$ cat src/rtl/instr_fetch_queue_if.sv
// Fetch-side bus bundle for instr_fetch_queue: PC handshake, instruction
// memory request/response, redirect, and the decode-facing queue head.
// slave is the fetch queue's view; master is the environment driving it.
interface instr_fetch_queue_if;
    logic [31:0] pc_in;
    logic        pc_advance;
    logic        imem_req;
    logic [31:0] imem_addr;
    logic        imem_ack;
    logic [31:0] imem_rdata;
    logic        flush;
    logic        inst_valid;
    logic        inst_ready;
    logic [31:0] inst_out;
    logic [31:0] inst_pc;
    logic        fault;

    modport slave (
        input  pc_in, imem_ack, imem_rdata, flush, inst_ready,
        output pc_advance, imem_req, imem_addr, inst_valid, inst_out,
               inst_pc, fault
    );

    modport master (
        output pc_in, imem_ack, imem_rdata, flush, inst_ready,
        input  pc_advance, imem_req, imem_addr, inst_valid, inst_out,
               inst_pc, fault
    );
endinterface

$ cat src/rtl/instr_fetch_queue.sv
// instr_fetch_queue: single-outstanding instruction fetcher feeding a
// 2-entry {instruction, pc} queue towards decode.
// A fetch takes two cycles at best: IDLE latches the word-aligned PC, REQ
// holds the request until the memory acks. A flush empties the queue and
// turns an in-flight request into DROP so its data is thrown away.
// Optional feature: define FETCH_ALIGN_CHECK_EN to trap misaligned PCs in
// a FAULT state instead of silently aligning them.
module instr_fetch_queue (
    input  logic              clock,
    input  logic              reset,
    instr_fetch_queue_if.slave bus
);

    typedef enum logic [1:0] {
        IDLE,
        REQ,
        DROP
`ifdef FETCH_ALIGN_CHECK_EN
        , FAULT
`endif
    } state_t;

    state_t      r_state;
    state_t      w_nextState;
    logic [31:0] r_addr;
    logic [1:0]  r_count;
    logic [31:0] r_instr [2];
    logic [31:0] r_pcq   [2];

    logic        w_loadAddr;
    logic        w_push;
    logic        w_pop;
    logic        w_accept;
    logic        w_wrIdx;
    logic        w_req;
    logic        w_fault;

    // Next-state and control decode for the fetch sequencer
    always_comb begin
        w_nextState = r_state;
        w_loadAddr  = 1'b0;
        w_push      = 1'b0;
        w_req       = 1'b0;
        w_fault     = 1'b0;
        case (r_state)
            IDLE: begin
                if (!bus.flush && r_count != 2'd2) begin
`ifdef FETCH_ALIGN_CHECK_EN
                    if (bus.pc_in[1:0] != 2'b00) begin
                        w_nextState = FAULT;
                    end else begin
                        w_loadAddr  = 1'b1;
                        w_nextState = REQ;
                    end
`else
                    w_loadAddr  = 1'b1;
                    w_nextState = REQ;
`endif
                end
            end
            REQ: begin
                w_req = 1'b1;
                if (bus.imem_ack) begin
                    w_push      = !bus.flush;
                    w_nextState = IDLE;
                end else if (bus.flush) begin
                    w_nextState = DROP;
                end
            end
            DROP: begin
                w_req = 1'b1;
                if (bus.imem_ack) begin
                    w_nextState = IDLE;
                end
            end
`ifdef FETCH_ALIGN_CHECK_EN
            FAULT: begin
                w_fault = 1'b1;
                if (bus.flush) begin
                    w_nextState = IDLE;
                end
            end
`endif
            default: begin
                w_nextState = IDLE;
            end
        endcase
    end

    // Sequencer state and the request address, held for the whole request
    always_ff @(posedge clock) begin
        if (reset) begin
            r_state <= IDLE;
            r_addr  <= 32'd0;
        end else begin
            r_state <= w_nextState;
            if (w_loadAddr) begin
                r_addr <= bus.pc_in & 32'hFFFF_FFFC;
            end
        end
    end

    assign w_pop    = (r_count != 2'd0) && bus.inst_ready;
    assign w_accept = w_push && (w_pop || r_count != 2'd2);
    assign w_wrIdx  = (r_count == 2'd2) || (r_count == 2'd1 && !w_pop);

    // Shift-register queue: entry 0 is always the head; flush wins over push/pop
    always_ff @(posedge clock) begin
        if (reset) begin
            r_count    <= 2'd0;
            r_instr[0] <= 32'd0;
            r_instr[1] <= 32'd0;
            r_pcq[0]   <= 32'd0;
            r_pcq[1]   <= 32'd0;
        end else if (bus.flush) begin
            r_count <= 2'd0;
        end else begin
            if (w_pop) begin
                r_instr[0] <= r_instr[1];
                r_pcq[0]   <= r_pcq[1];
            end
            if (w_accept) begin
                r_instr[w_wrIdx] <= bus.imem_rdata;
                r_pcq[w_wrIdx]   <= r_addr;
            end
            case ({w_accept, w_pop})
                2'b10:   r_count <= r_count + 2'd1;
                2'b01:   r_count <= r_count - 2'd1;
                default: r_count <= r_count;
            endcase
        end
    end

    assign bus.pc_advance = w_push;
    assign bus.imem_req   = w_req;
    assign bus.imem_addr  = r_addr;
    assign bus.inst_valid = (r_count != 2'd0);
    assign bus.inst_out   = (r_count != 2'd0) ? r_instr[0] : 32'd0;
    assign bus.inst_pc    = (r_count != 2'd0) ? r_pcq[0]   : 32'd0;
    assign bus.fault      = w_fault;

endmodule
$ cat src/flat_wrapper.sv
// flat-port wrapper written by rule: the top's interface ports become plain ports
module instr_fetch_queue_flat 
  (clock, reset, bus_pc_in, bus_imem_ack, bus_imem_rdata, bus_flush, bus_inst_ready, bus_pc_advance, bus_imem_req, bus_imem_addr, bus_inst_valid, bus_inst_out, bus_inst_pc, bus_fault);
  instr_fetch_queue_if bus_i ();
  input  logic clock;
  input  logic reset;
  input wire logic [$bits(bus_i.pc_in)-1:0] bus_pc_in;
  input wire logic [$bits(bus_i.imem_ack)-1:0] bus_imem_ack;
  input wire logic [$bits(bus_i.imem_rdata)-1:0] bus_imem_rdata;
  input wire logic [$bits(bus_i.flush)-1:0] bus_flush;
  input wire logic [$bits(bus_i.inst_ready)-1:0] bus_inst_ready;
  output wire logic [$bits(bus_i.pc_advance)-1:0] bus_pc_advance;
  output wire logic [$bits(bus_i.imem_req)-1:0] bus_imem_req;
  output wire logic [$bits(bus_i.imem_addr)-1:0] bus_imem_addr;
  output wire logic [$bits(bus_i.inst_valid)-1:0] bus_inst_valid;
  output wire logic [$bits(bus_i.inst_out)-1:0] bus_inst_out;
  output wire logic [$bits(bus_i.inst_pc)-1:0] bus_inst_pc;
  output wire logic [$bits(bus_i.fault)-1:0] bus_fault;
  assign bus_i.pc_in = bus_pc_in;
  assign bus_i.imem_ack = bus_imem_ack;
  assign bus_i.imem_rdata = bus_imem_rdata;
  assign bus_i.flush = bus_flush;
  assign bus_i.inst_ready = bus_inst_ready;
  assign bus_pc_advance = bus_i.pc_advance;
  assign bus_imem_req = bus_i.imem_req;
  assign bus_imem_addr = bus_i.imem_addr;
  assign bus_inst_valid = bus_i.inst_valid;
  assign bus_inst_out = bus_i.inst_out;
  assign bus_inst_pc = bus_i.inst_pc;
  assign bus_fault = bus_i.fault;
  instr_fetch_queue u_core (.clock(clock), .reset(reset), .bus(bus_i));
endmodule
$ cat config.mk
export PLATFORM = sky130hd
export DESIGN_NAME = instr_fetch_queue_flat
export DESIGN_NICKNAME = d
export VERILOG_FILES = /design/src/rtl/instr_fetch_queue_if.sv /design/src/rtl/instr_fetch_queue.sv /design/src/flat_wrapper.sv
export SDC_FILE = /design/constraint.sdc
export NUM_CORES = 1
export LEC_CHECK = 0
export CAP_MARGIN = 20
export CORE_UTILIZATION = 54
export CTS_CLUSTER_DIAMETER = 80
export CTS_CLUSTER_SIZE = 20
export DETAILED_ROUTE_END_ITERATION = 8
export MAX_ROUTING_LAYER = met4
export PLACE_DENSITY = 0.94
export SKIP_CTS_REPAIR_TIMING = 1
export SYNTH_ARGS = -nofsm -noshare
export SYNTH_HDL_FRONTEND = slang
export SYNTH_SLANG_ARGS = --single-unit
$ cat constraint.sdc
create_clock -name clock -period 10.5 [get_ports clock]
set_input_delay 3.15 -clock clock [delete_from_list [all_inputs] [get_ports clock]]
set_output_delay 3.15 -clock clock [all_outputs]
set_load 0.005 [all_outputs]
======== Yosys cells after proc, flatten, opt, wreduce, memory -nomap -nowiden ========
Memory sizes are Yosys's and may differ from the RTL's.
Index checks and enable logic that the tools add are counted.
operators by class
  add/subtract/negate cells ............... 2
  multipliers ............................. 0
  div/mod/pow operators ................... 0
  $lt $le $gt $ge ......................... 0
  eq/ne operators ......................... 10
  shifts and indexed selects .............. 0
  muxes and demuxes ....................... 31
  bitwise operators ....................... 2
  reduce and logical (&&, ||, !) cells .... 16
operators by type and width
  kind                                                                number
  32-bit two-way mux                                                  6
  32-bit OR reduction                                                 2
  1-bit two-way mux                                                   19
  2-bit two-way mux                                                   4
  2-bit by 1-bit == test with 1-bit output, second input constant     3
  2-bit == test, second input constant                                3
  2-bit case mux with 3 select lines                                  1
  1-bit logical AND                                                   4
  2-bit != test, second input constant                                2
  2-bit case mux with 2 select lines                                  1
  2-bit nonzero test                                                  2
  2-bit OR reduction                                                  2
  3-bit != test, second input constant                                1
  3-bit AND reduction                                                 1
  2-bit by 1-bit adder with 2-bit output, second input constant       1
  1-bit logical NOT                                                   2
  2-bit logical NOT                                                   1
  1-bit logical OR                                                    2
  2-bit by 1-bit != test with 1-bit output, second input constant     1
  1-bit bitwise OR                                                    2
  2-bit by 1-bit subtractor with 2-bit output, second input constant  1
word-level totals
  flip-flop bits (word level) ............. 34
  bits in latches ......................... 0
  bits in writable memories ............... 128
  memory bits (read-only) ................. 0
  input port bits ......................... 69
  output and inout port bits .............. 100
  memories kept ........................... 2
memories
  name            depth  bits a word  rd ports  clocked after Yosys merged registers in  write ports  line                     RTL
  u_core.r_instr  2      32           2         0                                        2            instr_fetch_queue.sv:27  logic [31:0] r_instr [2];
  u_core.r_pcq    2      32           2         0                                        2            instr_fetch_queue.sv:28  logic [31:0] r_pcq [2];

======== Logic depth before layout (Yosys ltp) ========
Gate-level depths: netlist (run 1).
  depth after elaboration ................. 10
  depth in mapped cells ................... 9
  mapped depth without buffers ............ 7

======== Worst setup path before layout (run 1) ========
OpenSTA, ideal clock, no wires.
  kind .................................... input to output
  start point ............................. input port bus_flush
  end point ............................... output port bus_pc_advance
  arrival ................................. 3.394 ns
  required time ........................... 7.350 ns
  slack ................................... 3.956 ns
  stages .................................. 2
  path buffers ............................ 0
  cells stage by stage .................... nand3b_4 > inv_1
between the ends
  word-level cells in the longest chain between the ends .. 3
RTL lines
  element            line                     RTL
  start, declared    flat_wrapper.sv:10       input wire logic [$bits(bus_i.flush)-1:0] bus_flush;
  1-bit logical NOT  instr_fetch_queue.sv:64  w_push = !bus.flush;
  1-bit two-way mux  instr_fetch_queue.sv:63  if (bus.imem_ack) begin
  1-bit two-way mux  instr_fetch_queue.sv:45  case (r_state)
  end, declared      flat_wrapper.sv:12       output wire logic [$bits(bus_i.pc_advance)-1:0] bus_pc_advance;
Every way passes these cells.

======== Final worst setup path (run 1) ========
Ends and elaborated chain as after synthesis.

==> impl.org, run 1 <==
** Setup path
- At the worst endpoint, the arrival time is about 4.6 ns.
- Across all register-to-register paths, the minimum setup slack is 6.68 ns.
- STA classifies the critical path startpoint as a primary input.
- Along the worst path, the maximum fanout reaches 6.
- STA puts the critical path data required time at roughly 7.4 ns.
- Type of destination of the critical path :: primary output
- The critical path in this run is classified as primary input to primary output.

** Cells and area
- Multi-input gate area :: 2288 sq um
- Most common cell after layout, fill and taps aside :: clkdlybuf4s50_1
- Storage element area :: around 4400 sq um
- The post-route netlist has slightly above 6% of its cells at a drive strength greater than 1.
- Commonest cells after routing, fill and taps aside :: clkdlybuf4s50_1, edfxtp_1, nand2_1
- FILL cells :: ~860
- Number of nets in the final layout :: 874
- The repair_antennas step left the layout with diodes totalling 0.
- Relative to the synthesized area, the layout overhead comes to 31.32%.
- Final core utilization :: 72.71%
- The finished layout holds between 900 and 1,000 standard cells, fillers aside.

** Global routing
- Summed over all layers, the global routing overflow is 0.
- Entering global routing, the biggest net connects 97 pins.
- The number of antenna violations at the first check in global routing is 0.
- Vias in the first global route :: ~5,000
- Global-route total usage across every layer :: roughly 24%
- The first global-routing pass estimated 24.00 mm of wire.

** Synthesis
- Summing every instance area after synthesis gives a little under 7000 sq um.
- Counting flops with a built-in enable in the synthesized netlist gives between 100 and 150.
- Averaged over all synthesized cells, the footprint is 10.53 sq um.
- Yosys mapped the design onto 34 distinct sky130hd cell types.
- Part of the Yosys area used for sequential elements :: about 63%
- Synthesis produced 661 cells.
- The Yosys step of the flow raised 0 warnings.
- Number of flip-flops and latches in the synthesized netlist :: 158
- For this run, the leading register cell type out of synthesis is edfxtp_1.
- Fraction of registers with async set/reset :: 0%

** Floorplanning
- In this run the core area contains 41 standard-cell rows.
- For this configuration, the core starts out at a cell density of a little under three fifths.
- Vertical die dimension :: 115.5 microns
- Num ports :: between 150 and 200
- The floorplan step defined a die boundary enclosing ~13,000 sq um.
- Placeable Area :: 12,570 sq um
- The die is around 120 microns wide.

** Placement
- Routability Congestion :: 0.7919
- The count of buffers added on input and output ports is approximately 160.
- Sum of net half-perimeters after detailed placement :: 9.658 mm
- In this run, placement finished with an instance count of roughly 950.

** Route
- In the routed design, unresolved DRC markers number 0.
- Avg WL per Cell :: between 15 and 20 microns
- In the routed layout, each cell is associated on average with a via count of around 5.3.
- Number of detailed-route iterations in the first pass :: 5
- The final layout contains routed wiring with a total length of 15.19 mm.
- Detail Route Antenna Nets :: 0
- 1st-iter DRT viols :: approximately 360
- The routed layout has roughly 5,300 vias.

** Clocking
- Sink Count :: about 160
- The clock passes through at most 2 buffers.
- TritonCTS built the clock tree.
- TritonCTS created 17 clock buffers.
- In this run the clock root is driven by a clkbuf_16.
- Clock-pin slew reported for the worst setup and hold paths after clock tree synthesis :: ~0.060 ns
- CTS H-Tree Depth :: 4
- At the later pin of the worst-skew pair, clock insertion delay measures between 0.4 and 0.5 ns.

** STA
- On the final layout, the worst clock skew is 0.008102 ns.
- Unrepaired setup endpoints after global routing :: no
- The max-slew violation count was 0.
- For the final routed database, the setup TNS stands at 0 ns.
- Measured slew at the worst slew-check pin :: 1.058 ns
- Of the available clock period, the critical path in the final layout requires 74.23%.
- Measured against its own limit, the worst slew margin works out to roughly 30%.
- The routed design could run at a clock period as short as about 7.8 ns.
- Final number of setup-violating endpoints :: 0
- Total count of hold-check failures in the final report :: 0
- Derived from the worst setup path, the maximum achievable clock frequency is between 0.1 and 0.15 GHz.
- Final hold analysis gives a worst-case slack of 0.4868 ns.

** Pwr
- For this design the ratio of total power to cell area is 154.9 nW/um^2.
- Total Power Consumption :: about 1.4 mW
- Max rail drop VDD :: between 90 and 100 uV
- Leakage power :: 3.134 nW

** Run status
- The run finished with clean final reports.

** Min path
- The min-delay analysis places its worst path in the category flop to flop.

** Run
- MaxCap Viol Count :: 0
-- sequential cells by signal (all words and copies together), names as in the netlist --
register,flops
u_core.r_instr,64
u_core.r_pcq,60
u_core.bus.imem_addr,30
u_core.r_count,2
u_core.r_state,2
-- final cells by class --
cell class                 instances  share of cell area [%]
inverter                           9                  0.3697
multi-input combinational        444                   25.04
clock buffer                      22                   5.079
sequential                       158                   48.19
clock inverter                    10                  0.7256
tap                              172                   2.355
timing repair buffer             169                   18.24
-- worst max-delay path, cell delays in order --
cell and delay, ns:
clkdlybuf4s50_1 0.56, nand3b_4 0.28, inv_1 0.11, clkdlybuf4s50_1 0.54
-- synthesized netlist by cell type (all sizes together) (2+ instances only) --
cell      n  area, sq um
nand2   125        469.2
edfxtp  124         3724
o21ai    66        341.6
nand3    63        315.3
nor2b    63        394.1
nor2     37        138.9
clkbuf   36        138.9
dfxtp    34        680.7
a21oi    32        160.2
and2     31        193.9
buf      18        143.9
inv       9        33.78
ha        6        75.07
nor3      3        20.02
a211o     2        17.52
o31ai     2        15.01
-- stage by stage --
step                      area (sq um)  setup WS, ns
after global placement            8608         2.782
after floorplan                   6974         3.956
after global routing              9139         2.673
after CTS                         9139         2.736
final                             9139         2.706
after detailed placement          8608         2.756
-- cell families (layout without fill, tap and decap cells) --
kind of cell,after synthesis,after routing,synth area share [%]
adder cells (fa/ha/maj),6,6,1.079
AO/OA/AOI/OAI,107,107,8.378
buffers and inverters,63,210,4.549
other,1,5,0.05389
AND/OR/NAND/NOR,326,326,22.65
flip-flops,158,158,63.29
-- metal layers --
metal  vias up  global-route usage [%]  routed length (microns)
met3        17                   4.969                      865
met1      2488                   28.12                     6060
li1       2538                       -                        -
met2       208                   41.76                     8026
met5         -                       -                        0
met4         0                   8.831                      238
-- report_power, final --
group / internal [mW] / switching, mW / leakage [nW] / total (mW)
clock network: 0.313 / 0.234 / 0.250 / 0.547
logic: 0.0695 / 0.0740 / 1.32 / 0.144
registers: 0.708 / 0.0164 / 1.56 / 0.725
-- final timing paths --
path / to / cells after the start / start
worst max-delay path: bus_pc_advance / 4 / bus_flush
worst min-delay path: u_core.bus.imem_addr[18] / 2 / u_core.bus.imem_addr[18]
worst max register to register: u_core.r_pcq[1][10] / 9 / u_core.r_count[1]
worst min register to register: u_core.bus.imem_addr[18] / 2 / u_core.bus.imem_addr[18]
Note: power is estimated with default switching activity, not from simulation.
==> run 2: changes to the inputs <==
--- a/config.mk
+++ b/config.mk
@@ -6,12 +6,12 @@
 export NUM_CORES = 1
 export LEC_CHECK = 0
 export CAP_MARGIN = 20
-export CORE_UTILIZATION = 54
+export CORE_UTILIZATION = 50
 export CTS_CLUSTER_DIAMETER = 80
 export CTS_CLUSTER_SIZE = 20
 export DETAILED_ROUTE_END_ITERATION = 8
 export MAX_ROUTING_LAYER = met4
-export PLACE_DENSITY = 0.94
+export PLACE_DENSITY = 0.89
 export SKIP_CTS_REPAIR_TIMING = 1
 export SYNTH_ARGS = -nofsm -noshare
 export SYNTH_HDL_FRONTEND = slang
==> constraint.sdc (replaced) <==
create_clock -name clock -period 7.6 [get_ports clock]
set_input_delay 2.28 -clock clock [delete_from_list [all_inputs] [get_ports clock]]
set_output_delay 2.28 -clock clock [all_outputs]
set_load 0.005 [all_outputs]
==> run 2 against run 1 <==
Compared with the run above:
- routed wire length is 0.32% higher
- critical path depth stayed put
- combinational power is 44% higher
- register-to-register slack worse by 2.8 ns
- worst hold slack hardly changed
- global-route usage is 1.4 points lower
- critical path type unchanged
- non-clock buffer count is 2 higher
- sequential share of layout area is 0.57 points lower
==> impl.org, run 2 (same netlist as run 1, synthesis figures left out) <==
** Run status
- The run finished with clean final reports.

** STA
- Final clock skew :: 0.01237 ns (+0.004272 ns)
- Final Max Tran Viols :: 0 (unchanged)
- Unrepaired setup endpoints after global routing :: no
- The post-route worst hold slack was 0.4872 ns (+0.0003360 ns).
- Final number of setup-violating endpoints :: 0 (unchanged)
- Total Negative Setup Slacks :: 0 ns (unchanged)
- Post-route worst setup slack :: 1.608 ns (-1.098 ns)
- Dividing the final minimum period by the clock period gives ~80%.
- The worst path in the final design needs a cycle of ~6 ns, including I/O delays and setup.
- Achievable Freq :: between 0.15 and 0.2 GHz
- The number of endpoints with negative hold slack in the final report is 0 (unchanged).
- The remaining max-slew budget at the tightest pin came to 33.90% (+4.4 points).
- Measured slew at the worst slew-check pin :: 0.9890 ns (-0.06877 ns)

** Placement
- Sum of net half-perimeters after detailed placement :: 9.507 mm (-1.6%)
- The count of buffers inserted at the top-level ports is 161 (unchanged).
- Placed cells :: 954 (+0.21%)
- Worst slack at placement :: 1.593 ns (-1.163 ns)
- Post-Place Cell Area :: 8598 sq um (-0.12%)
- Routability Congestion :: 0.7987 (+0.86%)

** Cells and area
- Number of nets in the final layout :: 876 (+0.23%)
- The utilization after layout came to 69.01% (-3.7 points).
- Top register by number of flip-flops :: u_core.r_instr
- Synth-to-Final Area Change :: 32.88%
- Commonest cells after routing, fill and taps aside :: clkdlybuf4s50_1, edfxtp_1, nand2_1
- The total inserted antenna cells came to 0 (unchanged).
- The share of post-route cells with drive strength above 1 is 6.511% (+0.48 points).
- Post-route insts no fill :: 990 (+0.61%)
- Final std cell area, no fill :: 9248 sq um (+1.2%)
- Largest register FFs :: 64 (unchanged)
- The library cell used most frequently in the layout, excluding fill and tap cells, is clkdlybuf4s50_1.

** Setup path
- The startpoint identified for the worst register-to-register timing path is u_core.r_count[1].
- The worst register-to-register path ends at u_core.r_instr[1][7].
- The maximum net fanout on the critical path was 6 (unchanged).
- Path type of the worst setup path :: primary input to primary output
- Following the worst setup path forward leads to its endpoint at bus_pc_advance.
- STA classifies the critical path endpoint as a primary output.
- The worst setup path is launched from a primary input.
- The path depth of the worst reg2reg path is 8 (-1).
- Critical path origin :: bus_flush
- Reg-to-reg slack, setup :: 3.85 ns (-2.83 ns)
- The signal arrival time at the worst endpoint came to 3.71 ns (-0.93 ns).
- Critical path required time :: 5.32 ns (-2.03 ns)

** Route
- The routed via count is 5,158 (-1.8%).
- The remaining antenna violation count after routing was 0 (unchanged).
- The post-route DRC violation count is 0 (unchanged).
- 1st-iter DRT viols :: 376 (+4.7%)
- Avg WL per Cell :: 15.39 microns (-0.29%)
- Metal-1 WL :: 6.170 mm (+1.8%)
- Number of detailed-route iterations in the first pass :: 6 (+1)
- Amount of wire on met3 after detailed routing :: 847 microns (-2.1%)
- The final wirelength came to 15.24 mm (+0.32%).
- Highest routed layer :: met4
- Detailed-route vias per instance :: 5.210 (-2.4%)
- Met2 wire len :: 7.735 mm (-3.6%)

** Clocking
- TritonCTS clock tree :: yes
- The CTS buffer count came to 17 (unchanged).
- Worst-Skew Late Latency :: 0.43 ns (+0.02 ns)
- In this run the clock root is driven by a clkbuf_16.
- Max Root-Sink Buffers :: 2 (unchanged)
- The number of sinks handled by clock tree synthesis is 158 (unchanged).
- CTS H-Tree Depth :: 4 (unchanged)
- The clock-pin slew of the registers on the worst-case setup and hold paths came to 0.06 ns (about the same).

** Global routing
- First-pass GRT wire length :: 24.55 mm (+2.3%)
- The number of antenna violations at the first check in global routing was 0 (unchanged).
- Grt ovf :: 0 (unchanged)
- The pin count of the biggest net entering global routing came to 126 (+30%).
- Vias in the first global route :: 4,783 (-2.7%)
- Global-route total usage across every layer :: 22.89% (-1.4 points)

** Floorplanning
- Effective utilization at floorplan :: 51.93% (-3.4 points)
- The placeable core region came to 13,400 sq um (+6.6%).
- Die span in x :: 120.0 microns (+3.9%)
- Vertical die dimension :: 120.0 microns (+3.9%)
- The floorplan row count is 42 (+2.4%).
- The top-level port count was 169 (unchanged).
- DIE AREA :: 14,390 sq um (+7.9%)

** Pwr
- The power after layout is 1.996 mW (+41%).
- The worst voltage drop across the vdd grid is 147.6 uV (+61%).
- Total power per unit cell area :: 215.9 nW/um^2 (+39%)
- The static power due to leakage is 3.199 nW (+2.1%).

** Min path
- Worst min path class :: flop to flop

** Run
- MaxCap Viol Count :: 0 (unchanged)
run 2: cell count changes in the layout (fill, tap and decap cells not counted), sizes merged:
cell	before	now
buf	9	11
inv	9	12
clkbuf	22	23
clkinv	6	5
clkinvlp	4	1
run 2: area by class of cell:
cell class	instances	area, sq um
clock buffer	23	499.2
clock inverter	9	55.05
fill	972	4153
inverter	9	33.78
multi-input combinational	444	2288
sequential	158	4404
tap	176	220.2
timing repair buffer	171	1747
run 2: worst max-delay path, cell delays in order:
cell and delay (ns):
clkdlybuf4s50_1 0.53, nand3b_4 0.26, inv_1 0.10, clkdlybuf4s50_1 0.54
run 2: worst min path at each step:
| stage | to | cells past startpoint | from |
|---|---|---|---|
| floorplan | u_core.bus.imem_addr[10] | 2 | u_core.bus.imem_addr[10] |
| global placement | u_core.bus.imem_addr[7] | 2 | u_core.bus.imem_addr[7] |
| detailed placement | u_core.bus.imem_addr[17] | 2 | u_core.bus.imem_addr[17] |
| CTS | u_core.bus.imem_addr[17] | 2 | u_core.bus.imem_addr[17] |
| global route | u_core.bus.imem_addr[13] | 2 | u_core.bus.imem_addr[13] |
| finish | u_core.bus.imem_addr[14] | 2 | u_core.bus.imem_addr[14] |
run 2: report_power, final:
| part | internal, mW | total, mW | leakage, nW | switching [mW] |
|---|---|---|---|---|
| logic | 0.103 | 0.207 | 1.36 | 0.105 |
| registers | 0.979 | 1.00 | 1.56 | 0.0222 |
| clock network | 0.461 | 0.788 | 0.279 | 0.327 |
run 2: metal layers:
metal	vias to the layer above	track usage (%)
met5	-	-
met4	0	11.48
met3	35	5.181
met2	179	37.07
met1	2404	26.82
li1	2540	-
==> run 3: changes to the inputs <==
==> constraint.sdc (replaced) <==
create_clock -name clock -period 6.1 [get_ports clock]
set_input_delay 1.83 -clock clock [delete_from_list [all_inputs] [get_ports clock]]
set_output_delay 1.83 -clock clock [all_outputs]
set_load 0.005 [all_outputs]
==> run 3 against run 2 <==
Compared with the run above:
- worst hold slack hardly changed
- non-clock buffer count is the same
- die area is the same
- via count fell by 1.3%
- register-to-register slack worse by 1.8 ns
- highest routed layer unchanged
- total power is 26% higher
- clock skew decreased by 0.0083 ns
- final area decreased by 0.14%
- final cell count stayed put
- critical path type unchanged
- sequential power increased by 25%
- critical endpoint unchanged
==> impl.org, run 3 (same netlist as run 1, synthesis figures left out) <==
** Clocking
- TritonCTS clock tree :: yes
- In this run the clock root is driven by a clkbuf_16.
- The latest clock arrival within the worst-skew pair is 0.42 ns (about the same).
- The number of sinks handled by clock tree synthesis was 158 (unchanged).
- The clock-pin slew of the registers on the worst-case setup and hold paths came to 0.06 ns (about the same).
- TritonCTS buffer count :: 17 (unchanged)
- The total number of H-tree levels came to 4 (unchanged).
- Max Root-Sink Buffers :: 2 (unchanged)

** STA
- Total Negative Setup Slacks :: 0 ns (unchanged)
- For this run, the top clock speed supported by timing is roughly 0.20 GHz.
- Final Max Tran Viols :: 0 (unchanged)
- The remaining max-slew budget at the tightest pin was 33.16% (-0.74 points).
- The number of endpoints failing setup at the final stage is 0 (unchanged).
- Total count of hold-check failures in the final report :: 0 (unchanged)
- Unrepaired setup endpoints after global routing :: no
- Measured slew at the worst slew-check pin :: 1.000 ns (+0.01108 ns)
- Final critical delay including setup and external delays :: 5.105 ns
- Tcrit/Tclk final :: approximately 84%
- The post-route worst hold slack was 0.4868 ns (-0.0003470 ns).
- The worst clock skew is 0.004101 ns (-0.008274 ns).

** Cells and area
- Largest register FFs :: 64 (unchanged)
- Number of nets in the final layout :: 876 (unchanged)
- Most common cell after layout, fill and taps aside :: clkdlybuf4s50_1
- Storage element area :: 4404 sq um (unchanged)
- The total inserted antenna cells is 0 (unchanged).
- Synth-to-Final Area Change :: 32.70%
- In the layout the commonest cells are clkdlybuf4s50_1, edfxtp_1, nand2_1.
- FILL cells :: 980 (+0.82%)
- The share of post-route cells with drive strength above 1 was 6.265% (-0.25 points).
- The area of the multi-input gates came to 2288 sq um (unchanged).
- Final std cell area, no fill :: 9235 sq um (-0.14%)
- Top register by number of flip-flops :: u_core.r_instr
- The non-filler instance count after layout is 990 (unchanged).

** Setup path
- By startpoint and endpoint, the worst setup path is classified as primary input to primary output.
- Beginning of the worst register-to-register path :: u_core.r_count[1]
- The path depth of the worst reg2reg path is 9 (+1).
- Arrival time reported for the critical path endpoint :: 3.27 ns (-0.44 ns)
- In this run the critical register-to-register path is captured at u_core.r_instr[1][30].
- CP Launch Type :: primary input
- Critical path required time :: 4.27 ns (-1.05 ns)
- The reg-to-reg setup timing slack was 2.08 ns (-1.77 ns).
- Crit path capture :: bus_pc_advance
- The maximum net fanout on the critical path was 6 (unchanged).
- Critical path origin :: bus_flush
- STA classifies the critical path endpoint as a primary output.

** Global routing
- Met1 layer usage reported by global route :: 26.02% (-0.79 points)
- The met2 global-route usage is 38.29% (+1.2 points).
- Number of antenna violations at the first check in global routing :: 0 (unchanged)
- The global-route wire length before repair is 24.50 mm (-0.20%).
- The global routing stage identified its most utilized layer as met2.
- Maximum number of pins on one net before global-route repair :: 83 (-34%)
- The leftover overflow at the end of global routing was 0 (unchanged).
- The via count of the first global-routing pass is 4,852 (+1.4%).
- Global-route total usage across every layer :: 22.92% (+0.031 points)
- Global-route track usage on met3 :: 5.418% (+0.24 points)

** Pwr
- Combinational power share :: 10.2% (-0.2 points)
- The power dissipated by switching net loads was 0.5596 mW (+23%).
- The internal power of the cells came to 1.947 mW (+26%).
- Max rail drop VDD :: 142.4 uV (-3.5%)
- Proportion of power drawn by flip-flops and latches :: 49.8% (-0.3 points)
- Proportion of power drawn by the clock network :: 40.0% (+0.5 points)
- The power per cell area came to 271.4 nW/um^2 (+26%).
- Total Power Consumption :: 2.506 mW (+26%)
- The static power due to leakage is 3.182 nW (-0.54%).
- Switching part of the total :: 22.33% (-0.41 points)

** Floorplanning
- The starting density of the core is 51.93% (unchanged).
- Standard-cell rows :: 42 (unchanged)
- The floorplan die height came to 120.0 microns (unchanged).
- The die width is 120.0 microns (unchanged).
- Placeable Area :: 13,400 sq um (unchanged)
- DIE AREA :: 14,390 sq um (unchanged)
- The top-level port count is 169 (unchanged).

** Placement
- The count of buffers inserted at the top-level ports came to 161 (unchanged).
- Post-Place Cell Area :: 8633 sq um (+0.41%)
- The count of placed standard cells including taps was 957 (+0.31%).
- The post-detailed-placement half-perimeter wirelength is 9.716 mm (+2.2%).
- The final weighted congestion in routability-driven placement was 0.7868 (-1.5%).

** Route
- The average routed wire per standard cell was 15.67 microns (+1.8%).
- The final wirelength is 15.52 mm (+1.8%).
- Detail Route Antenna Nets :: 0 (unchanged)
- The post-route DRC violation count came to 0 (unchanged).
- Via count :: 5,090 (-1.3%)
- The number of iterations in the first detailed-routing pass was 5 (-1).
- The per-cell via count in the routed design is 5.141 (-1.3%).
- The first-iteration detailed-routing DRC count was 375 (-0.27%).

** Min path
- Hold path cells :: 2 (unchanged)
- Worst min path class :: flop to flop

** Run status
- The run finished with clean final reports.

** Run
- The max capacitance violation total was 0 (unchanged).
-- run 3: cell types whose count changed in the layout (fill, tap and decap cells not counted), sizes merged --
| cell | before | now |
|---|---|---|
| inv | 12 | 11 |
| clkinvlp | 1 | 3 |
| clkbuf | 23 | 24 |
| clkinv | 5 | 3 |
-- run 3: power by group through the flow --
stage	Combinational (mW)	Clock [mW]	Sequential, mW
after floorplan	0.122	0	1.26
after global placement	0.245	0	1.27
after detailed placement	0.251	0	1.27
after CTS	0.253	1.02	1.25
after global routing	0.280	1.06	1.25
final	0.256	1.00	1.25
-- run 3: stage by stage --
step / util (%) / setup slack [ns]
floorplan: - / 1.643
global placement: 64.43 / 1.012
detailed placement: 64.43 / 0.9921
CTS: 68.71 / 0.9866
global route: 68.92 / 0.9278
finish: 68.92 / 0.9952
-- run 3: layout make-up --
cell class | count | share of cell area [%]
Multi-Input combinational cell | 444 | 24.78
Timing Repair Buffer | 171 | 18.56
Tap cell | 176 | 2.384
Clock buffer | 24 | 5.690
Sequential cell | 158 | 47.69
Inverter | 9 | 0.3658
Clock inverter | 8 | 0.5284
-- run 3: worst max-delay path, stage by stage --
cell	delay (ns)
clkdlybuf4s50_1	0.53
nand3b_4	0.26
inv_1	0.11
clkdlybuf4s50_1	0.54
-- run 3: worst min path at each step --
stage	slack, ns	startpoint	to
after floorplan	0.47	u_core.bus.imem_addr[10]	u_core.bus.imem_addr[10]
after detailed placement	0.47	u_core.bus.imem_addr[19]	u_core.bus.imem_addr[19]
after global placement	0.47	u_core.bus.imem_addr[7]	u_core.bus.imem_addr[7]
after global routing	0.52	u_core.bus.imem_addr[31]	u_core.bus.imem_addr[31]
final	0.49	u_core.bus.imem_addr[27]	u_core.bus.imem_addr[27]
after CTS	0.49	u_core.bus.imem_addr[7]	u_core.bus.imem_addr[7]
-- run 3: routing by layer --
layer | vias to the layer above | share of wire [%]
met4 | 0 | 2.8
met5 | - | 0
met1 | 2347 | 40
met3 | 30 | 5.7
met2 | 175 | 51
li1 | 2538 | -
